==> src/rtl/btn_pkg.sv <==
// Shared constants for the push-button up/down counter.
package btn_pkg;

  // Width of the displayed count (one bit per LED).
  localparam int unsigned CNT_W = 8;

  // Default prescaler width: one debounce sample every 2^N clocks.
  localparam int unsigned N_DEFAULT = 16;

  // Default number of consecutive disagreeing samples before a level flips.
  localparam int unsigned DB_DEFAULT = 4;

  // Width of the per-button agreement counter; DB must fit (1..15).
  localparam int unsigned DB_CNT_W = 4;

endpackage

==> src/rtl/debouncer.sv <==
// Per-button conditioning: 2-FF synchronizer, tick-sampled debouncer and a
// rising-edge detector producing a single-cycle press pulse.
module debouncer
  import btn_pkg::*;
#(
  parameter int unsigned DB = DB_DEFAULT
) (
  input  logic CLK,
  input  logic RSTN,
  input  logic tick,
  input  logic in,
  output logic out,
  output logic rise
);

  localparam logic [DB_CNT_W-1:0] DbLim = DB_CNT_W'(DB);

  logic [1:0]          r_sync;
  logic                r_stable;
  logic [DB_CNT_W-1:0] r_agree;
  logic                r_prev;

  logic                w_synced;
  logic                w_stable_nxt;
  logic [DB_CNT_W-1:0] w_agree_nxt;

  assign w_synced = r_sync[1];

  // Two-flop synchronizer for the raw, asynchronous button input.
  always_ff @(posedge CLK or negedge RSTN) begin
    if (!RSTN) begin
      r_sync <= 2'b00;
    end else begin
      r_sync <= {r_sync[0], in};
    end
  end

  // Next-state for the debounced level and its agreement counter.
  always_comb begin
    w_stable_nxt = r_stable;
    w_agree_nxt  = r_agree;
    if (tick) begin
      if (w_synced == r_stable) begin
        // Any agreeing sample restarts the count, so short glitches cannot accumulate.
        w_agree_nxt = '0;
      end else if (r_agree + 1'b1 == DbLim) begin
        w_stable_nxt = ~r_stable;
        w_agree_nxt  = '0;
      end else begin
        w_agree_nxt = r_agree + 1'b1;
      end
    end
  end

  // Debounce state registers.
  always_ff @(posedge CLK or negedge RSTN) begin
    if (!RSTN) begin
      r_stable <= 1'b0;
      r_agree  <= '0;
    end else begin
      r_stable <= w_stable_nxt;
      r_agree  <= w_agree_nxt;
    end
  end

  // Delayed copy of the stable level for edge detection.
  always_ff @(posedge CLK or negedge RSTN) begin
    if (!RSTN) begin
      r_prev <= 1'b0;
    end else begin
      r_prev <= r_stable;
    end
  end

  assign out  = r_stable;
  // Press only; a release (1 -> 0) gives no pulse.
  assign rise = r_stable & ~r_prev;

endmodule

==> src/rtl/button_counter.sv <==
// 8-bit up/down counter stepped by debounced presses of SW1 (up) and SW2 (down),
// shown on LED7..LED0.
module button_counter
  import btn_pkg::*;
#(
  parameter int unsigned N  = N_DEFAULT,
  parameter int unsigned DB = DB_DEFAULT
) (
  input  logic CLK,
  input  logic RSTN,
  input  logic SW1,
  input  logic SW2,
  output logic LED0,
  output logic LED1,
  output logic LED2,
  output logic LED3,
  output logic LED4,
  output logic LED5,
  output logic LED6,
  output logic LED7
);

  logic [N-1:0]     r_presc;
  logic [CNT_W-1:0] r_count;

  logic             w_tick;
  logic             w_up_level;
  logic             w_up_rise;
  logic             w_dn_level;
  logic             w_dn_rise;
  logic             w_up_step;
  logic             w_dn_step;
  logic [CNT_W-1:0] w_count_nxt;

  // Free-running prescaler; wraps from 2^N-1 to 0 on its own.
  always_ff @(posedge CLK or negedge RSTN) begin
    if (!RSTN) begin
      r_presc <= '0;
    end else begin
      r_presc <= r_presc + 1'b1;
    end
  end

  assign w_tick = &r_presc;

  debouncer #(
    .DB (DB)
  ) u_up (
    .CLK  (CLK),
    .RSTN (RSTN),
    .tick (w_tick),
    .in   (SW1),
    .out  (w_up_level),
    .rise (w_up_rise)
  );

  debouncer #(
    .DB (DB)
  ) u_dn (
    .CLK  (CLK),
    .RSTN (RSTN),
    .tick (w_tick),
    .in   (SW2),
    .out  (w_dn_level),
    .rise (w_dn_rise)
  );

  // A press pulse always coincides with a high level; qualifying keeps that explicit.
  assign w_up_step = w_up_rise & w_up_level;
  assign w_dn_step = w_dn_rise & w_dn_level;

  // Count next-state: simultaneous up and down presses cancel.
  always_comb begin
    w_count_nxt = r_count;
    case ({w_up_step, w_dn_step})
      2'b10:   w_count_nxt = r_count + 1'b1;
      2'b01:   w_count_nxt = r_count - 1'b1;
      default: w_count_nxt = r_count;
    endcase
  end

  // Count register.
  always_ff @(posedge CLK or negedge RSTN) begin
    if (!RSTN) begin
      r_count <= '0;
    end else begin
      r_count <= w_count_nxt;
    end
  end

  assign {LED7, LED6, LED5, LED4, LED3, LED2, LED1, LED0} = r_count;

endmodule

==> config.mk <==
export PLATFORM = sky130hd
export DESIGN_NAME = button_counter
export DESIGN_NICKNAME = d
export VERILOG_FILES = /design/src/rtl/btn_pkg.sv /design/src/rtl/debouncer.sv /design/src/rtl/button_counter.sv
export SDC_FILE = /design/constraint.sdc
export NUM_CORES = 1
export LEC_CHECK = 0
export ABC_AREA = 0
export BUFFER_PORTS_ARGS = -buffer_cell sky130_fd_sc_hd__buf_4
export CAP_MARGIN = 20
export CORE_MARGIN = 1
export CORE_UTILIZATION = 60
export DETAILED_ROUTE_END_ITERATION = 10
export PLACE_DENSITY = 0.79
export SYNTH_ARGS = -nofsm -noshare
export SYNTH_HDL_FRONTEND = slang
export SYNTH_SLANG_ARGS = --single-unit
==> constraint.sdc <==
create_clock -name CLK -period 3 [get_ports CLK]
set_input_delay 0 -clock CLK [delete_from_list [all_inputs] [get_ports CLK]]
set_output_delay 0 -clock CLK [all_outputs]
set_load 0.02 [all_outputs]
==> results of run 1 <==
## worst paths after layout
path | from | end | slack (ps) | depth (start not counted)
max | u_dn.out | r_count[6] | 600 | 9
min | RSTN | r_count[7] | 120 | 2
max reg2reg | u_dn.out | r_count[6] | 600 | 9
min reg2reg | u_up.r_sync[0] | u_up.r_sync[1] | 370 | 0
max in group asynchronous | RSTN | r_presc[8] | 2520 | 2
min in group CLK | SW2 | u_dn.r_sync[0] | 280 | 2
## cells by family after synthesis
group | Yosys count | synth area share [%]
compound gates | 30 | 10.3
xor+xnor | 24 | 10.4
fa+ha+maj | 6 | 3.70
buf+inv | 13 | 2.41
flops | 40 | 49.4
mux | 4 | 2.16
simple gates | 77 | 21.7
## cell usage in the layout (no fill, tap or decap), types with 2 or more instances in the layout
master,count
a21oi_1,4
a31oi_1,3
and3_1,3
buf_4,11
clkbuf_4,5
clkinvlp_4,2
dfrtp_1,40
dlygate4sd3_1,3
ha_1,6
inv_1,7
mux2_2,3
nand2_1,19
nand2b_1,3
nand3_1,13
nand3_4,2
nand3b_1,3
nand4_1,2
nor2_1,10
nor2b_1,6
nor3_1,5
nor3b_1,2
o21ai_0,7
o22ai_1,2
o2bb2ai_1,2
o31ai_1,3
or4b_1,2
xnor2_1,13
xor2_1,11
## timing repair
| item | in CTS | in global routing |
|---|---|---|
| hold buffers | 3 | 0 |
| endpoints found under the hold margin | 42 | 0 |
| gates resized for setup | 0 | 0 |
## registers in the layout (all words and copies together) (netlist names)
name / flops
u_up.r_agree: 4
u_up.out: 1
u_up.r_sync: 2
u_up.r_prev: 1
r_presc: 16
u_dn.r_sync: 2
u_dn.r_prev: 1
u_dn.r_agree: 4
u_dn.out: 1
r_count: 8
## per-layer routing
| metal | vias to the layer above | global-route usage [%] | wire (microns) |
|---|---|---|---|
| met2 | 32 | 36.7 | 1750 |
| met1 | 690 | 27.7 | 1490 |
| met3 | 7 | 4.55 | 121 |
| li1 | 713 | - | - |
| met4 | 0 | 12.6 | 63 |
| met5 | - | 0 | 0 |
## stage by stage
stage | util [%] | setup slack [ps] | instance area (sq um) | hold slack, ps | power, W
floorplan | - | 713 | 2030 | -296 | 0.000556
global placement | 68.5 | 710 | 2140 | -8.05 | 0.000569
detailed placement | 68.5 | 619 | 2140 | -1.58 | 0.000570
CTS | 71.4 | 595 | 2230 | 146 | 0.000852
global route | 71.4 | 365 | 2230 | 171 | 0.000876
finish | 71.4 | 599 | 2230 | 124 | 0.000843
## cell type report
type,count,area share (%)
Clock buffer,5,1.68
Sequential cell,40,44.8
Clock inverter,3,1.06
Multi-Input combinational cell,141,43.8
Timing Repair Buffer,14,5.04
Tap cell,44,2.46
Inverter,7,1.18
## power breakdown
part           switching (W)  total [W]  leakage [nW]  internal [W]
logic              0.0000125  0.0000189         0.478    0.00000643
clock network       0.000188   0.000281        0.0274     0.0000922
registers         0.00000138   0.000543         0.535      0.000542
total               0.000202   0.000843          1.04      0.000640
## worst reg2reg max path, cell delays in order, from the launching register on
cell      delay, ps
dfrtp_1         410
nor2b_1         200
ha_1            490
xor2_1          200
ha_1            230
nand4_1         100
a21boi_0        190
o22ai_1         100
a211oi_1        280
xnor2_1         150
==> insert_results.sql, run 1 <==
INSERT INTO impl_metrics (metric_group, metric, value, unit) VALUES
('run_status', 'status', 'finished, final reports clean', ''),
('floorplan', 'fp.coreArea', '3130', 'sq um'),
('routing', 'avgRoutedWirePerCell', '13.5', 'microns'),
('synthesis', 'leading_post_synthesis_cells_by_cell_area', 'dfrtp_1 (49%), xnor2_1 (5.6%), xor2_1 (4.8%), ha_1 (3.7%), nand2_1 (3.5%)', ''),
('floorplan', 'die_area', '3620', 'sq um'),
('cts', 'tritoncts', 'done', ''),
('critical_path', 'critPathMaxFanout', '15', ''),
('routing', 'dr_total_vias', '1442', ''),
('synthesis', 'yosys_register_bits', '40', ''),
('synthesis', 'ys_types', '42', ''),
('sta', 'timing.fmax', '0.417', 'GHz'),
('final_layout', 'count_of_fill_cells_added_during_filler_insertion', '228', ''),
('cts', 'cts_buffers', '5', ''),
('routing', 'vias_per_cell', '5.68', ''),
('cts', 'cts_max_level', '2', ''),
('critical_path', 'path_class', 'reg -> reg', ''),
('sta', 'maxSlewViolCount', '0', ''),
('final_layout', 'diodes', '0', ''),
('critical_path', 'cpMaxStageDelayCell', 'ha_1', ''),
('floorplan', 'die_h', '60.1', 'microns'),
('sta', 'layout_min_cycle_time', '2400', 'ps'),
('global_route', 'groute.usage.overall', '22.5', '%'),
('critical_path', 'cp_slowest_stage_delay', '490', 'ps'),
('critical_path', 'crit_path_end_kind', 'flop', ''),
('critical_path', 'worst_ep_arrival_time', '2690', 'ps'),
('sta', 'final-hold-violation-count', '0', ''),
('critical_path', 'crit_top_cell', 'ha_1', ''),
('cts', 'clock-sinks', '40', ''),
('synthesis', 'synth_top_area_share', '49.4', '%'),
('final_layout', 'finalNonFillerCells', '254', ''),
('global_route', 'antenna_violations_before_repair', '0', ''),
('critical_path', 'crit_buf_inv', '0', ''),
('routing', 'post-route-drc-count', '0', ''),
('critical_path', 'critPathLaunchType', 'flop', ''),
('sta', 'finalCritPeriodShare', '80.0', '%'),
('placed_design', 'dp.final_hpwl', '2.40', 'mm'),
('synthesis', 'mapped_area', '2030', 'sq um'),
('placed_design', 'gp_congestion', '0.883', ''),
('global_route', 'grt_pass1_wl', '5.95', 'mm'),
('floorplan', 'fp-row-count', '20', ''),
('critical_path', 'worst-endpoint-required', '3290', 'ps'),
('floorplan', 'die_width', '60.1', 'microns'),
('synthesis', 'number_of_enable_flip_flop_cells_after_synthesis', '0', ''),
('routing', 'route.final.wire_length', '3.42', 'mm'),
('pwr', 'cellLeakagePower', '1.04', 'nW'),
('synthesis', 'ys.warnings.count', '0', ''),
('synthesis', 'top_cells_by_instance_count_after_synthesis', 'dfrtp_1 (40), nand2_1 (19), nand3_1 (13), xnor2_1 (13), xor2_1 (11)', ''),
('critical_path', 'critPathTopFamily', 'adder cells', ''),
('final_layout', 'synthToLayoutAreaGrowth', '10.2', '%'),
('floorplan', 'ios', '12', ''),
('synthesis', 'synthArstFlopShare', '100', '%'),
('sta', 'finalSetupViolCount', '0', ''),
('final_layout', 'drive_above_1_share', '13.8', '%'),
('global_route', 'largest_net_degree_at_the_start_of_global_routing', '41', ''),
('placed_design', 'port_buffers', '11', ''),
('sta', 'rsz_0062_raised_after_global_routing', 'false', ''),
('hold_path', 'hold_path.class', 'in -> async', ''),
('final_layout', 'multi_input_area', '978', 'sq um'),
('flow_run', 'maxCapViolations', '0', ''),
('synthesis', 'mappedNetlistNets', '204', ''),
('pwr', 'cellPowerDensity', '377', 'nW/um^2'),
('final_layout', 'fin_nets', '219', ''),
('pwr', 'worst_ir_drop_vdd', '396', 'uV'),
('cts', 'clock_insertion_delay_worst_skew', '360', 'ps'),
('cts', 'postCtsSetupBuffers', '0', ''),
('sta', 'tns', '0', 'ps'),
('routing', 'antenna_nets_post_route', '0', ''),
('final_layout', 'register_area', '1000', 'sq um'),
('sta', 'relSlewSlack', '66.6', '%'),
('cts', 'clk_transition_reported_paths', '130', 'ps'),
('global_route', 'grt_pass1_vias', '1374', '');
No activity file was read; power rests on OpenSTA's default activity.
==> run 2, diff against run 1 <==
Clock period 3 ns to 2.4 ns, I/O delays scaled along.
==> run 2 against run 1 <==
Compared with the run above:
- global-route usage increased by 0.73 points
- maximum frequency increased by 11%
- wire length increased by 3.1%
- clock power increased by 60%
- clock-buffer cell count unchanged
- total power increased by 37%
- clock skew decreased by 6.4 ps
- first-iteration DRC count increased by 45%
- critical endpoint unchanged
- final area increased by 1.3%
- setup slack got worse by 360 ps
- non-clock buffer count increased by 1
- via count increased by 0.62%
==> insert_results.sql, run 2 (synthesized netlist as in run 1, its figures left out) <==
INSERT INTO impl_metrics (metric_group, metric, value, unit) VALUES
('final_layout', 'fin_nets', '220', ''),
('critical_path', 'worst_ep_arrival_time', '2460', 'ps'),
('floorplan', 'ios', '12', ''),
('pwr', 'clockPowerShare', '39.1', '%'),
('pwr', 'power.switching', '0.000251', 'W'),
('final_layout', 'register_with_the_most_flip_flops', 'r_presc', ''),
('sta', 'final-hold-violation-count', '0', ''),
('floorplan', 'die_area', '3620', 'sq um'),
('critical_path', 'critPathLaunchType', 'flop', ''),
('sta', 'rsz_0062_raised_after_global_routing', 'false', ''),
('pwr', 'comb_power_share', '2.0', '%'),
('cts', 'clock_insertion_delay_worst_skew', '360', 'ps'),
('run_status', 'status', 'finished, final reports clean', ''),
('global_route', 'grt_pass1_vias', '1411', ''),
('sta', 'finalSetupViolCount', '0', ''),
('critical_path', 'cpMaxStageDelayCell', 'dfrtp_1', ''),
('critical_path', 'crit_chain', 'nor2b_1 -> ha_2 -> xor2_1 -> ha_1 -> nand4_1 -> a21boi_0 -> o22ai_1 -> a211oi_1 -> xnor2_1', ''),
('global_route', 'antenna_violations_before_repair', '0', ''),
('routing', 'post-route-drc-count', '0', ''),
('final_layout', 'drive_above_1_share', '14.7', '%'),
('cts', 'clk_transition_reported_paths', '120', 'ps'),
('final_layout', 'register_area', '1000', 'sq um'),
('routing', 'route.final.wire_length', '3.53', 'mm'),
('sta', 'maxSlewViolCount', '0', ''),
('global_route', 'grt_remaining_overflow', '0', ''),
('pwr', 'sequentialPowerShare', '58.8', '%'),
('critical_path', 'reg2reg_slack', '240', 'ps'),
('final_layout', 'synthToLayoutAreaGrowth', '11.6', '%'),
('critical_path', 'cp_slowest_stage_delay', '410', 'ps'),
('final_layout', 'multi_input_area', '981', 'sq um'),
('floorplan', 'starting_density_of_the_core', '64.8', '%'),
('placed_design', 'port_buffers', '11', ''),
('global_route', 'groute.usage.overall', '23.2', '%'),
('cts', 'cts_buffers', '5', ''),
('final_layout', 'top_library_cells_by_usage_in_the_layout_fill_and_taps_aside', 'dfrtp_1 (40), nand2_1 (19), nand3_1 (13), xnor2_1 (13), buf_4 (12)', ''),
('routing', 'drtIter0Drc', '110', ''),
('hold_path', 'hold_path.class', 'in -> async', ''),
('final_layout', 'count_of_fill_cells_added_during_filler_insertion', '222', ''),
('pwr', 'worst_ir_drop_vdd', '385', 'uV'),
('placed_design', 'gp_congestion', '0.777', ''),
('routing', 'dr.pass1.iters', '4', ''),
('final_layout', 'diodes', '0', ''),
('final_layout', 'largest_register_ff_count', '16', ''),
('routing', 'vias_per_cell', '5.69', ''),
('global_route', 'grt_pass1_wl', '6.04', 'mm'),
('cts', 'clock-sinks', '40', ''),
('routing', 'avgRoutedWirePerCell', '13.8', 'microns'),
('floorplan', 'die_h', '60.1', 'microns'),
('global_route', 'largest_net_degree_at_the_start_of_global_routing', '41', ''),
('sta', 'timing.clock.skew', '5.79', 'ps'),
('floorplan', 'fp.coreArea', '3130', 'sq um'),
('floorplan', 'fp-row-count', '20', ''),
('critical_path', 'critPathMaxFanout', '6', ''),
('cts', 'cts.root.buffer_cell', 'clkbuf_4', ''),
('flow_run', 'maxCapViolations', '0', ''),
('sta', 'relSlewSlack', '68.0', '%'),
('sta', 'finalCritPeriodShare', '90.1', '%'),
('placed_design', 'dp.final_hpwl', '2.40', 'mm'),
('cts', 'tritoncts', 'done', ''),
('pwr', 'power.share.switching', '21.8', '%'),
('placed_design', 'placement.setup.worst_slack', '219', 'ps'),
('sta', 'setup_slack', '237', 'ps'),
('critical_path', 'path_class', 'reg -> reg', ''),
('cts', 'clock_path_buffers', '2', ''),
('sta', 'layout_min_cycle_time', '2160', 'ps'),
('pwr', 'cellPowerDensity', '510', 'nW/um^2'),
('critical_path', 'worst-endpoint-required', '2700', 'ps'),
('pwr', 'cell_internal_pwr', '0.000902', 'W'),
('pwr', 'cellLeakagePower', '1.06', 'nW'),
('final_layout', 'final_common_cell', 'dfrtp_1', ''),
('sta', 'tns', '0', 'ps'),
('routing', 'antenna_nets_post_route', '0', ''),
('cts', 'cts_max_level', '2', ''),
('routing', 'dr_total_vias', '1451', ''),
('final_layout', 'registers_with_the_most_flip_flops', 'r_presc: 16 flops, r_count: 8 flops', ''),
('critical_path', 'crit_path_end_kind', 'flop', ''),
('floorplan', 'die_width', '60.1', 'microns'),
('sta', 'timing.fmax', '0.462', 'GHz'),
('sta', 'worst_pin_slew', '480', 'ps');
[run 2: changes by cell type in the layout (fill, tap and decap cells not counted), sizes merged]
cell	previous run	this run
buf	11	12
clkinvlp	2	1
bufinv	0	1
[run 2: critical path, delay by kind of cell (launching register included)]
kind	cells	cell delay, ps
simple gates	2	320
flops	1	410
xor+xnor	2	310
fa+ha+maj	2	490
compound gates	3	570
[run 2: routing by layer]
metal / part of all wire, % / track usage, % / up-vias / routed length (microns)
li1: - / - / 717 / -
met1: 46 / 28.8 / 696 / 1610
met2: 49 / 36.3 / 32 / 1710
met3: 4.1 / 5.19 / 6 / 143
met4: 1.6 / 15.3 / 0 / 56
met5: 0 / 0 / - / 0
[run 2: per-stage QoR]
| stage | hold WS, ps | std cells | total power [W] | area, sq um | util, % |
|---|---|---|---|---|---|
| floorplan | -296 | 194 | 0.000695 | 2030 | - |
| global placement | -10.9 | 244 | 0.000711 | 2150 | 68.8 |
| detailed placement | -1.13 | 244 | 0.000713 | 2150 | 68.8 |
| CTS | 141 | 255 | 0.00116 | 2260 | 72.3 |
| global route | 170 | 255 | 0.00119 | 2260 | 72.4 |
| finish | 131 | 255 | 0.00115 | 2260 | 72.4 |
[run 2: worst paths after layout]
check	from	endpoint	depth (start not counted)
max	u_dn.out	r_count[6]	9
min	RSTN	r_count[7]	2
max reg2reg	u_dn.out	r_count[6]	9
min reg2reg	u_dn.r_sync[0]	u_dn.r_sync[1]	0
max in group asynchronous	RSTN	r_presc[7]	2
min in group CLK	SW1	u_up.r_sync[0]	2
[run 2: layout make-up]
cell class                      count  area share [%]
Sequential cell                    40            44.2
Timing Repair Buffer               15            5.31
Clock inverter                      3            1.88
Inverter                            7            1.16
Multi-Input combinational cell    141            43.3
Clock buffer                        5            1.66
Tap cell                           44            2.43
[run 2: repair_timing]
item	CTS	global route
setup endpoints to repair	0	1
hold endpoints to repair	42	0
hold buffers	3	0
gates resized for setup	0	1
setup buffers	0	0
[run 2: power groups by stage]
| stage | sequential [W] | clock [W] | combinational, W |
|---|---|---|---|
| 2_1_floorplan | 0.000691 | 0 | 0.00000340 |
| 3_3_place_gp | 0.000691 | 0 | 0.0000200 |
| 3_5_place_dp | 0.000692 | 0 | 0.0000210 |
| 4_1_cts | 0.000679 | 0.000459 | 0.0000248 |
| 5_1_grt | 0.000679 | 0.000486 | 0.0000278 |
| 6_report | 0.000679 | 0.000451 | 0.0000236 |
==> run 3, diff against run 2 <==
Settings changed: CORE_UTILIZATION 60 to 36, PLACE_DENSITY 0.79 to not set, PLACE_DENSITY_LB_ADDON set to 0.3.
==> run 3 against run 2 <==
Compared with the run above:
- clock skew decreased by 1.4 ps
- sequential power hardly changed
- largest cell class unchanged
- cell count rose by 11%
- critical endpoint is now r_count[7]
- die area increased by 64%
- non-clock buffer count up 4
- worst hold slack gained 82 ps
- combinational power about the same
- highest routed layer unchanged
==> insert_results.sql, run 3 (synthesized netlist as in run 1, its figures left out) <==
INSERT INTO impl_metrics (metric_group, metric, value, unit) VALUES
('sta', 'tns', '0', 'ps'),
('final_layout', 'registers_with_the_most_flip_flops', 'r_presc: 16 flops, r_count: 8 flops', ''),
('critical_path', 'path_class', 'reg -> reg', ''),
('global_route', 'grt_pass1_wl', '6.13', 'mm'),
('global_route', 'grt_remaining_overflow', '0', ''),
('routing', 'avgRoutedWirePerCell', '12.1', 'microns'),
('final_layout', 'synthToLayoutAreaGrowth', '15.5', '%'),
('sta', 'setup_slack', '268', 'ps'),
('pwr', 'worst_ir_drop_vdd', '270', 'uV'),
('final_layout', 'drive_above_1_share', '15.9', '%'),
('critical_path', 'critPathMaxFanout', '4', ''),
('final_layout', 'final_core_util', '44.4', '%'),
('sta', 'rsz_0062_raised_after_global_routing', 'false', ''),
('routing', 'drtIter0Drc', '126', ''),
('sta', 'worst_pin_slew', '495', 'ps'),
('sta', 'final-hold-violation-count', '0', ''),
('floorplan', 'fp.coreArea', '5270', 'sq um'),
('critical_path', 'reg2reg_slack', '270', 'ps'),
('critical_path', 'worst_ep_arrival_time', '2300', 'ps'),
('sta', 'finalCritPeriodShare', '88.8', '%'),
('final_layout', 'register_with_the_most_flip_flops', 'r_presc', ''),
('global_route', 'grt_pass1_vias', '1328', ''),
('floorplan', 'die_h', '77.1', 'microns'),
('run_status', 'status', 'finished, final reports clean', ''),
('floorplan', 'die_width', '77.1', 'microns'),
('placed_design', 'placement.setup.worst_slack', '215', 'ps'),
('cts', 'clock_path_buffers', '2', ''),
('flow_run', 'maxCapViolations', '0', ''),
('critical_path', 'critPathCapture', 'r_count[7]', ''),
('hold_path', 'hold_path.class', 'in -> async', ''),
('sta', 'layout_min_cycle_time', '2130', 'ps'),
('cts', 'clock_insertion_delay_worst_skew', '290', 'ps'),
('pwr', 'cellPowerDensity', '503', 'nW/um^2'),
('routing', 'dr_total_vias', '1430', ''),
('pwr', 'power.switching', '0.000237', 'W'),
('cts', 'clk_transition_reported_paths', '70', 'ps'),
('cts', 'cts_max_level', '2', ''),
('pwr', 'clockPowerShare', '40.4', '%'),
('critical_path', 'worst-endpoint-required', '2560', 'ps'),
('critical_path', 'critical_path.reg2reg.endpoint', 'r_count[7]', ''),
('placed_design', 'dp.final_hpwl', '2.36', 'mm'),
('routing', 'post-route-drc-count', '0', ''),
('final_layout', 'fin_nets', '224', ''),
('placed_design', 'port_buffers', '11', ''),
('routing', 'route.final.wire_length', '3.43', 'mm'),
('floorplan', 'fp-row-count', '26', ''),
('sta', 'timing.fmax', '0.469', 'GHz'),
('sta', 'finalSetupViolCount', '0', ''),
('sta', 'maxSlewViolCount', '0', ''),
('pwr', 'comb_power_share', '2.0', '%'),
('cts', 'cts_buffers', '5', ''),
('cts', 'cts.root.buffer_cell', 'clkbuf_8', ''),
('pwr', 'power.share.switching', '20.1', '%'),
('critical_path', 'worst_r2r_path_depth', '8', ''),
('pwr', 'cellLeakagePower', '1.09', 'nW'),
('final_layout', 'final_common_cell', 'dfrtp_1', ''),
('final_layout', 'top_library_cells_by_usage_in_the_layout_fill_and_taps_aside', 'dfrtp_1 (40), nand2_1 (19), buf_4 (16)', ''),
('global_route', 'groute.usage.overall', '13.0', '%'),
('pwr', 'cell_internal_pwr', '0.000941', 'W'),
('placed_design', 'gp_congestion', '0.768', ''),
('sta', 'relSlewSlack', '67.0', '%'),
('global_route', 'antenna_violations_before_repair', '0', ''),
('critical_path', 'crit_path_end_kind', 'flop', ''),
('critical_path', 'startpoint', 'u_dn.out', ''),
('cts', 'tritoncts', 'done', ''),
('pwr', 'sequentialPowerShare', '57.6', '%'),
('global_route', 'largest_net_degree_at_the_start_of_global_routing', '41', ''),
('floorplan', 'starting_density_of_the_core', '38.5', '%'),
('routing', 'dr.pass1.iters', '4', ''),
('final_layout', 'layout.cell_area.non_filler', '2340', 'sq um'),
('routing', 'vias_per_cell', '5.04', ''),
('cts', 'clock-sinks', '40', ''),
('critical_path', 'reg2reg_launch_point', 'u_dn.out', ''),
('sta', 'fin_hold_ws', '213', 'ps'),
('floorplan', 'ios', '12', ''),
('final_layout', 'largest_register_ff_count', '16', ''),
('floorplan', 'die_area', '5940', 'sq um'),
('routing', 'antenna_nets_post_route', '0', ''),
('sta', 'timing.clock.skew', '4.41', 'ps'),
('final_layout', 'count_of_fill_cells_added_during_filler_insertion', '527', ''),
('placed_design', 'detailed_place.area', '2200', 'sq um'),
('final_layout', 'diodes', '0', ''),
('critical_path', 'critPathLaunchType', 'flop', '');
[run 3: how the worst min path moves through the flow]
stage | to | slack, ps | depth (start not counted)
2_1_floorplan | r_count[0] | -300 | 0
3_3_place_gp | u_up.r_agree[3] | 9 | 1
3_5_place_dp | u_dn.r_agree[3] | 10 | 1
4_1_cts | u_dn.r_agree[3] | 230 | 2
5_1_grt | u_up.r_agree[2] | 290 | 2
6_report | u_up.r_agree[3] | 210 | 2
[run 3: final cells by class]
| cell class | count | area, sq um | share of cell area, % |
|---|---|---|---|
| Multi-Input combinational cell | 141 | 981 | 41.9 |
| Clock buffer | 7 | 96.3 | 4.11 |
| Inverter | 7 | 26.3 | 1.12 |
| Tap cell | 70 | 87.6 | 3.74 |
| Sequential cell | 40 | 1000 | 42.7 |
| Timing Repair Buffer | 19 | 150 | 6.41 |
[run 3: power groups by stage]
stage / Combinational (W) / Clock, W / Sequential [W]
after floorplan: 0.00000340 / 0 / 0.000691
after global placement: 0.0000215 / 0 / 0.000692
after detailed placement: 0.0000215 / 0 / 0.000692
after CTS: 0.0000252 / 0.000496 / 0.000678
after global routing: 0.0000283 / 0.000525 / 0.000679
final: 0.0000236 / 0.000475 / 0.000679
[run 3: through the flow]
stage               std cells  power [W]
finish                    284    0.00118
global route              284    0.00123
CTS                       282    0.00120
detailed placement        272   0.000713
global placement          272   0.000713
floorplan                 194   0.000695
[run 3: worst max-delay path: stages (launching register included)]
cell      delay, ps
dfrtp_1         390
nor2b_1         200
ha_2            230
buf_4           130
and4b_1         180
a31oi_1         220
or3b_2          460
o311ai_0        110
nor3_1           90
[run 3: timing repair]
item / 4_1_cts / 5_1_grt
resized for setup: 0 / 1
hold buffers: 3 / 0
buffers inserted: 0 / 2
endpoints found under the setup margin: 0 / 1
hold endpoints to repair: 42 / 0
[run 3: metal layers]
metal	vias to the layer above	global-route usage, %	wire [microns]
met2	19	20.1	1590
li1	724	-	-
met4	0	5.09	58
met1	679	17.7	1690
met5	-	0	0
met3	8	2.98	92
